## src/rtl/vpu_pkg.sv

```systemverilog
// Shared types for the VPU epilogue sequencer: pathway modes, FSM states and
// the legal-mode predicate used when a command is accepted.
package vpu_pkg;

  typedef enum logic [3:0] {
    MODE_FWD        = 4'b0000,
    MODE_LRELU      = 4'b0100,
    MODE_BIAS       = 4'b1000,
    MODE_BIAS_LRELU = 4'b1100
  } vpu_mode_e;

  typedef enum logic [2:0] {
    S_IDLE,
    S_FETCH_REQ,
    S_FETCH_WAIT,
    S_START,
    S_RUN,
    S_FIN
  } seq_state_e;

  function automatic logic is_legal_mode(input logic [3:0] mode);
    return (mode == MODE_BIAS_LRELU) || (mode == MODE_BIAS) ||
           (mode == MODE_LRELU) || (mode == MODE_FWD);
  endfunction

endpackage

```

## src/rtl/vpu_lane_ctr.sv

```systemverilog
// Per-lane output counter: counts valids while enabled, saturating at the
// target row count, and flags when the target has been reached.
module vpu_lane_ctr #(
  parameter int ROW_W = 8
) (
  input  logic             clk,
  input  logic             rst,
  input  logic             clr_i,
  input  logic             en_i,
  input  logic             inc_i,
  input  logic [ROW_W-1:0] target_i,
  output logic             reached_o
);

  logic [ROW_W-1:0] count_q, count_d;

  always_comb begin
    count_d = count_q;
    if (clr_i) begin
      count_d = '0;
    end else if (en_i && inc_i && (count_q != target_i)) begin
      count_d = count_q + 1'b1;
    end
  end

  always_ff @(posedge clk or posedge rst) begin
    if (rst) count_q <= '0;
    else     count_q <= count_d;
  end

  assign reached_o = (count_q == target_i);

endmodule

```

## src/rtl/vpu_seq.sv

```systemverilog
// Layer-epilogue sequencer: fetches per-column bias from the UB when needed,
// drives VPU operands, starts the systolic array and tracks per-lane completion.
module vpu_seq
  import vpu_pkg::*;
#(
  parameter int DATA_W  = 16,
  parameter int ADDR_W  = 8,
  parameter int ROW_W   = 8,
  parameter int TIMEOUT = 255
) (
  input  logic                clk,
  input  logic                rst,
  input  logic                cmd_valid,
  output logic                cmd_ready,
  input  logic [3:0]          cmd_mode,
  input  logic [ROW_W-1:0]    cmd_rows,
  input  logic [ADDR_W-1:0]   cmd_bias_addr,
  input  logic [DATA_W-1:0]   cmd_leak,
  output logic                ub_rd_req,
  output logic [ADDR_W-1:0]   ub_rd_addr,
  input  logic                ub_rd_gnt,
  input  logic                ub_rd_valid,
  input  logic [4*DATA_W-1:0] ub_rd_data,
  output logic [3:0]          vpu_data_pathway,
  output logic [DATA_W-1:0]   bias_scalar_out_1,
  output logic [DATA_W-1:0]   bias_scalar_out_2,
  output logic [DATA_W-1:0]   bias_scalar_out_3,
  output logic [DATA_W-1:0]   bias_scalar_out_4,
  output logic [DATA_W-1:0]   lr_leak_factor_out,
  output logic                sa_start,
  input  logic                vpu_valid_out_1,
  input  logic                vpu_valid_out_2,
  input  logic                vpu_valid_out_3,
  input  logic                vpu_valid_out_4,
  output logic                busy,
  output logic                done,
  output logic                err
);

  localparam int WD_W = $clog2(TIMEOUT + 1);

  seq_state_e                  state_q, state_d;
  logic [3:0]                  mode_q, mode_d;
  logic [ROW_W-1:0]            rows_q, rows_d;
  logic [ADDR_W-1:0]           addr_q, addr_d;
  logic [DATA_W-1:0]           leak_q, leak_d;
  logic [3:0][DATA_W-1:0]      bias_q, bias_d;
  logic [WD_W-1:0]             wd_q, wd_d, wd_inc;
  logic                        fin_err, run_phase;

  logic                        cmd_ready_q, busy_q, done_q, err_q, sa_start_q, req_q;
  logic [3:0]                  pathway_q;
  logic [DATA_W-1:0]           leak_out_q;

  logic [3:0]                  lane_valid, lane_reached;
  logic                        lane_clr, lane_en, any_valid, all_reached;

  assign lane_valid  = {vpu_valid_out_4, vpu_valid_out_3, vpu_valid_out_2, vpu_valid_out_1};
  assign lane_clr    = (state_q == S_FIN);
  assign lane_en     = (state_q == S_RUN);
  assign any_valid   = |lane_valid;
  assign all_reached = &lane_reached;
  assign wd_inc      = wd_q + 1'b1;

  generate
    for (genvar gi = 0; gi < 4; gi++) begin : g_lane
      vpu_lane_ctr #(.ROW_W(ROW_W)) u_ctr (
        .clk       (clk),
        .rst       (rst),
        .clr_i     (lane_clr),
        .en_i      (lane_en),
        .inc_i     (lane_valid[gi]),
        .target_i  (rows_q),
        .reached_o (lane_reached[gi])
      );
    end
  endgenerate

  always_comb begin
    state_d = state_q;
    mode_d  = mode_q;
    rows_d  = rows_q;
    addr_d  = addr_q;
    leak_d  = leak_q;
    bias_d  = bias_q;
    wd_d    = wd_q;
    fin_err = 1'b0;
    case (state_q)
      S_IDLE: begin
        if (cmd_valid && cmd_ready_q) begin
          mode_d = cmd_mode;
          rows_d = cmd_rows;
          addr_d = cmd_bias_addr;
          leak_d = cmd_leak;
          if (!is_legal_mode(cmd_mode) || (cmd_rows == '0)) begin
            state_d = S_FIN;
            fin_err = 1'b1;
          end else if (cmd_mode[3]) begin
            state_d = S_FETCH_REQ;
          end else begin
            state_d = S_START;
          end
        end
      end
      S_FETCH_REQ: begin
        if (ub_rd_gnt) begin
          if (ub_rd_valid) begin
            bias_d  = ub_rd_data;
            state_d = S_START;
          end else begin
            state_d = S_FETCH_WAIT;
          end
        end
      end
      S_FETCH_WAIT: begin
        if (ub_rd_valid) begin
          bias_d  = ub_rd_data;
          state_d = S_START;
        end
      end
      S_START: state_d = S_RUN;
      S_RUN: begin
        // Completion wins over a coincident watchdog expiry.
        if (all_reached) begin
          state_d = S_FIN;
        end else if (!any_valid && (wd_inc == WD_W'(TIMEOUT))) begin
          state_d = S_FIN;
          fin_err = 1'b1;
        end else begin
          wd_d = any_valid ? '0 : wd_inc;
        end
      end
      S_FIN: begin
        state_d = S_IDLE;
        wd_d    = '0;
      end
      default: state_d = S_IDLE;
    endcase
    // Illegal commands jump IDLE->FIN and never expose their mode/leak.
    run_phase = (state_d == S_START) || (state_d == S_RUN) ||
                ((state_d == S_FIN) && (state_q != S_IDLE));
  end

  always_ff @(posedge clk or posedge rst) begin
    if (rst) begin
      state_q     <= S_IDLE;
      mode_q      <= '0;
      rows_q      <= '0;
      addr_q      <= '0;
      leak_q      <= '0;
      bias_q      <= '0;
      wd_q        <= '0;
      cmd_ready_q <= 1'b1;
      busy_q      <= 1'b0;
      done_q      <= 1'b0;
      err_q       <= 1'b0;
      sa_start_q  <= 1'b0;
      req_q       <= 1'b0;
      pathway_q   <= '0;
      leak_out_q  <= '0;
    end else begin
      state_q     <= state_d;
      mode_q      <= mode_d;
      rows_q      <= rows_d;
      addr_q      <= addr_d;
      leak_q      <= leak_d;
      bias_q      <= bias_d;
      wd_q        <= wd_d;
      cmd_ready_q <= (state_d == S_IDLE);
      busy_q      <= (state_d != S_IDLE);
      done_q      <= (state_d == S_FIN);
      err_q       <= (state_d == S_FIN) && fin_err;
      sa_start_q  <= (state_d == S_START);
      req_q       <= (state_d == S_FETCH_REQ);
      pathway_q   <= run_phase ? mode_d : 4'b0000;
      leak_out_q  <= run_phase ? leak_d : '0;
    end
  end

  assign cmd_ready          = cmd_ready_q;
  assign busy               = busy_q;
  assign done               = done_q;
  assign err                = err_q;
  assign sa_start           = sa_start_q;
  assign ub_rd_req          = req_q;
  assign ub_rd_addr         = addr_q;
  assign vpu_data_pathway   = pathway_q;
  assign lr_leak_factor_out = leak_out_q;
  assign bias_scalar_out_1  = bias_q[0];
  assign bias_scalar_out_2  = bias_q[1];
  assign bias_scalar_out_3  = bias_q[2];
  assign bias_scalar_out_4  = bias_q[3];

endmodule

```

## config.mk

```make
export PLATFORM = sky130hd
export DESIGN_NAME = vpu_seq
export DESIGN_NICKNAME = d
export VERILOG_FILES = /design/src/rtl/vpu_pkg.sv /design/src/rtl/vpu_lane_ctr.sv /design/src/rtl/vpu_seq.sv
export SDC_FILE = /design/constraint.sdc
export NUM_CORES = 1
export LEC_CHECK = 0
export BUFFER_PORTS_ARGS = -buffer_cell sky130_fd_sc_hd__buf_2
export CAP_MARGIN = 20
export CORE_MARGIN = 2
export CORE_UTILIZATION = 56
export DETAILED_ROUTE_END_ITERATION = 8
export PLACE_DENSITY = 0.85
export SKIP_LAST_GASP = 1
export SYNTH_ARGS = -nofsm -noshare
export SYNTH_HDL_FRONTEND = slang
export SYNTH_SLANG_ARGS = --single-unit
```

## constraint.sdc

```tcl
create_clock -name clk -period 11.6 [get_ports clk]
set_input_delay 2.32 -clock clk [delete_from_list [all_inputs] [get_ports clk]]
set_output_delay 2.32 -clock clk [all_outputs]
set_load 0.1 [all_outputs]
```

==> results of run 1 <==
==> registers in the layout, summed over array words and instances, names as in the netlist, 16 cells and up <==
signal and count:
bias_scalar_out_1 16, bias_scalar_out_4 16, bias_scalar_out_2 16, g_lane.u_ctr.count_q 32, bias_scalar_out_3 16, lr_leak_factor_out 16, leak_q 16
==> area by class of cell <==
class,instances,area share [%]
well taps,172,2.407
inverters,36,1.567
flip-flops and latches,169,47.31
clock inverters,10,1.064
multi-input cells,352,30.66
repair buffers,211,11.95
clock buffers,21,5.038
==> stage by stage <==
step / worst slack, ns / cell area [um^2] / util, % / hold WS, ns
3_3_place_gp: 7.073 / 8396 / 66.80 / 0.4613
2_1_floorplan: 4.707 / 7202 / - / 0.4471
5_1_grt: 7.340 / 8941 / 71.14 / 0.5024
6_report: 7.453 / 8941 / 71.14 / 0.4766
4_1_cts: 7.476 / 8941 / 71.14 / 0.4814
3_5_place_dp: 7.016 / 8396 / 66.80 / 0.4644
==> cells by family (layout without fill, tap and decap cells) <==
family,Yosys count,after routing,share of synthesized area [%]
mux,106,106,16.35
buf+inv,64,278,3.370
flops,169,169,58.74
simple gates,151,151,10.46
fa+ha+maj,6,6,1.042
xor+xnor,63,63,7.662
compound gates,26,26,2.380
==> placed cells by master, fill, tap and decap left out, types with 2 or more instances in the layout <==
master     instances
buf_2            206
nand2_1           14
inv_6              3
nor2b_1            8
o21ai_0            2
clkbuf_16         17
clkbuf_1           3
nor2_1            60
ha_1               6
nand2b_1           4
mux2_2            85
xor2_1             5
or2_2              2
a31oi_1            3
buf_4              5
nand3_1           15
dfrtp_1          168
nor3b_1            2
mux2i_1           19
a21oi_1            8
nor3_1             6
mux2_4             2
nand4_1            9
o211ai_1           4
clkinv_2           4
xnor2_1           58
inv_1             35
and2_1             3
and3_1             2
nor4_1            18
==> worst max-delay path: stages <==
cell and delay, ns:
buf_2 0.11, nor4_1 0.44, nand2_1 0.13, or4_1 0.54, or2_1 0.29, and3_1 0.31
mux2_4 0.33
==> cell usage after synthesis, types with 5 or more instances <==
cell / count / area share (%)
nor3_1: 6 / 0.42
nor2_1: 60 / 3.1
inv_1: 36 / 1.9
a21oi_1: 8 / 0.56
xor2_1: 5 / 0.61
mux2i_1: 19 / 2.6
xnor2_1: 58 / 7.1
clkbuf_1: 25 / 1.3
dfrtp_1: 168 / 58
nand4_1: 9 / 0.78
nand3_1: 15 / 1.0
ha_1: 6 / 1.0
mux2_2: 85 / 13
nor2b_1: 8 / 0.69
nor4_1: 19 / 1.7
nand2_1: 14 / 0.73
==> path summary, 6_finish.rpt <==
path                                              end  slack [ns]  cells after the start
worst min register to register             leak_q[13]        0.48                      2
worst max-delay path                          wd_q[1]        7.45                      7
min in group asynchronous       bias_scalar_out_3[10]        2.10                      2
worst min-delay path                       leak_q[13]        0.48                      2
worst max register to register                wd_q[1]        8.99                      6
max in group asynchronous       lr_leak_factor_out[7]        8.13                      3
==> layer usage <==
metal | vias to the layer above | part of all wire (%) | GRT usage (%)
li1 | 2376 | - | -
met3 | 38 | 5.7 | 5.545
met4 | 0 | 3.1 | 11.75
met2 | 200 | 52 | 42.95
met1 | 2435 | 39 | 29.50
met5 | - | 0 | 0
==> flow_summary.toml, run 1 <==
[synthesis]
synth.distinct_cells = 43
yosysSeqAreaShare_pct = 58.74
synthCells = 585
syn_area_per_cell_um2 = 12.31
ys.flop_type = "dfrtp_1"
synth-edff-count = 0
ys_async_sr_fraction_pct = 100.0
ys_ff_latch = 169
yosys_warnings = 0
syn-num-nets = 700
synth_area_mm2 = 0.007202

[placement]
gp_congestion = 0.8576
hpwl_um = 11980
portBuffers = 206
dp_cells = 940

[detailed_routing]
viasPerCell = 5.200
drtIter0Drc = 280
ant_nets = 0
drt_wl_total_um = 16350
wl_per_cell_um = 16.84
num_vias = 5049
first_pass_iters = 4
drcViolationCount = 0

[floorplan]
die_area_mm2 = 0.01378
die_y_um = 117.4
io_pins = 207
rows = 41
coreArea_mm2 = 0.01257
die_w_um = 117.4
start_util_pct = 57.30

[job]
max-cap-violations = 0

[global_route]
grt_max_degree = 110
grt_pass1_vias = 5258
grt_pass1_wl_um = 27010
grt_usage_pct = 24.82
grt_overflow = 0
antenna_found_initial = 0

[critical_path]
required_ns = 11.91
start_kind = "input pin"
cp-end-kind = "register"
worstSetupStartpoint = "vpu_valid_out_2"
rr_startpoint = "state_q[2]"
worst-path-max-fanout = 7
crit_type = "in -> reg"
crit_arrival_ns = 4.46

[clock_network]
root_buffer = "clkbuf_16"
hold_buffers = 0
insertion_delay_ns = 0.42
clk_pin_slew_worst_paths_ns = 0.07
post_cts_resized = 0
cts_setup_buffers = 0
clock_sink_count = 169
cts_tree = "yes"
clockBufferDepth = 2
cts_max_level = 4
numCtsBuffers = 17

[timing]
final_hold_viol_count = 0
slew_headroom_pct = 36.25
min_period_ns = 4.147
clock_skew_ns = 0.008995
max_freq_ghz = 0.2411
rsz0062_at_grt = "no"
fin_crit_sh_pct = 35.75
maxSlewViolCount = 0
tightest_slew_ns = 0.9563
finalSetupViolations = 0
timing.setup.tns_ns = 0

[cells_and_area]
multi_input_area_mm2 = 0.002741
syn_to_final_growth_pct = 24.15
seq_area_mm2 = 0.004230
num_antenna_cells = 0
drive_gt1_share_pct = 41.80
nNetsFinal = 902
final_cells = 971
fillers = 884

[status]
status = "finished, final reports clean"

[hold_path]
hold_path.class = "reg -> reg"
holdCritStartpoint = "leak_q[13]"
Power of run 1 is left out: the tool's default activity adds up to more than one toggle a clock period on the data nets, which glitch-free logic cannot reach.
==> run 2: changes to the inputs <==
- CORE_UTILIZATION: 56 -> 52
- PLACE_DENSITY: 0.85 -> 0.8
- clock period: 11.6 -> 3.9 ns (I/O delays scaled with it)
==> flow_summary.toml, run 2 (synthesis results as in run 1) <==
[status]
status = "finished, final reports clean"

[floorplan]
coreArea_mm2 = 0.01372
start_util_pct = 52.49
die_y_um = 121.7
die_w_um = 121.7
io_pins = 207
rows = 43
die_area_mm2 = 0.01481

[placement]
hpwl_um = 11880
gp_congestion = 0.8096
portBuffers = 206

[global_route]
grt_overflow = 0
grt_pass1_vias = 5183
grt_usage_pct = 22.23
antenna_found_initial = 0
grt_pass1_wl_um = 25620
grt_max_degree = 83

[clock_network]
clockBufferDepth = 2
cts_setup_buffers = 0
cts_tree = "yes"
post_cts_resized = 0
insertion_delay_ns = 0.42
clk_pin_slew_worst_paths_ns = 0.06
clock_sink_count = 169
root_buffer = "clkbuf_16"
hold_buffers = 0
cts_max_level = 4
numCtsBuffers = 17

[timing]
final_hold_viol_count = 0
clock_skew_ns = 0.007708
timing.setup.tns_ns = 0
slew_headroom_pct = 37.54
maxSlewViolCount = 0
tightest_slew_ns = 0.9350
fin_crit_sh_pct = 69.23
max_freq_ghz = 0.3704
finalSetupViolations = 0
min_period_ns = 2.700
rsz0062_at_grt = "no"

[cells_and_area]
drive_gt1_share_pct = 42.27
final_common_cell = "buf_2"
nNetsFinal = 904
largest_register = "g_lane.u_ctr.count_q"
syn_to_final_growth_pct = 25.85
final_cell_mix = "buf_2, dfrtp_1, mux2_2"
largest_reg_flops = 32
num_antenna_cells = 0

[critical_path]
worstSetupStartpoint = "vpu_valid_out_2"
required_ns = 4.20
path_cells = "buf_2 > nor4_1 > nand2_1 > or4_1 > or2_1 > and3_1 > mux2_4"
start_kind = "input pin"
path_delay_family = "simple AND/OR/NAND/NOR gates"
slowest_delay_ns = 0.54
crit_type = "in -> reg"
cp_num_buf_inv = 1
cp-end-kind = "register"
cp_slowest_cell = "or4_1"
worst-r2r-setup-slack_ns = 1.23
worst-path-max-fanout = 7
crit_arrival_ns = 3.00
rr_startpoint = "state_q[2]"

[detailed_routing]
num_vias = 5065
viasPerCell = 5.158
drt_wl_total_um = 16190
wl_per_cell_um = 16.49
drcViolationCount = 0
drtIter0Drc = 237
first_pass_iters = 5
ant_nets = 0

[hold_path]
holdCritStartpoint = "leak_q[13]"
hold_path.class = "reg -> reg"

[job]
max-cap-violations = 0
-- run 2: changes by cell type in the layout (fill, tap and decap cells not counted) --
cell,delta
clkbuf_8,+1
clkinvlp_4,+1
clkinv_4,+1
bufinv_16,+2
clkbuf_1,-2
clkinv_2,-2
buf_12,+2
-- run 2: through the flow --
| step | cells | area (um^2) | utilization, % | hold WS, ns | setup slack (ns) |
|---|---|---|---|---|---|
| final | 982 | 9064 | 66.06 | 0.4813 | 1.200 |
| after global routing | 982 | 9064 | 66.06 | 0.5033 | 1.067 |
| after CTS | 982 | 9064 | 66.06 | 0.4852 | 1.213 |
| after detailed placement | 950 | 8444 | 61.55 | 0.4665 | 0.7815 |
| after global placement | 950 | 8444 | 61.55 | 0.4616 | 0.8366 |
| after floorplan | 585 | 7206 | - | 0.4471 | 0.9661 |
-- run 2: final timing paths --
| kind | endpoint | depth (start not counted) |
|---|---|---|
| worst max-delay path | wd_q[1] | 7 |
| worst min register to register | leak_q[13] | 2 |
| worst min-delay path | leak_q[13] | 2 |
| worst max register to register | wd_q[1] | 6 |
| max in group asynchronous | cmd_ready | 3 |
| min in group asynchronous | bias_scalar_out_1[2] | 2 |
-- run 2: final cells by class --
cell class | instances | area, um^2
well taps | 180 | 225.2
repair buffers | 213 | 1109
inverters | 36 | 138.9
multi-input cells | 352 | 2741
clock inverters | 12 | 162.7
fillers | 1049 | 4656
clock buffers | 20 | 456.7
flip-flops and latches | 169 | 4230
-- run 2: worst min-delay path, delay by kind of cell, from the launching register on --
family,cells,cell delay [ns]
buffers and inverters,1,0.05
DFF,1,0.32
muxes,1,0.08
-- run 2: layer usage --
metal	up-vias	wire (um)	GRT usage (%)
met5	-	0	0
met4	0	446	8.908
met3	33	852	4.728
met2	182	8247	38.94
met1	2465	6646	26.87
li1	2385	-	-
Power of run 2 is left out for the same reason.
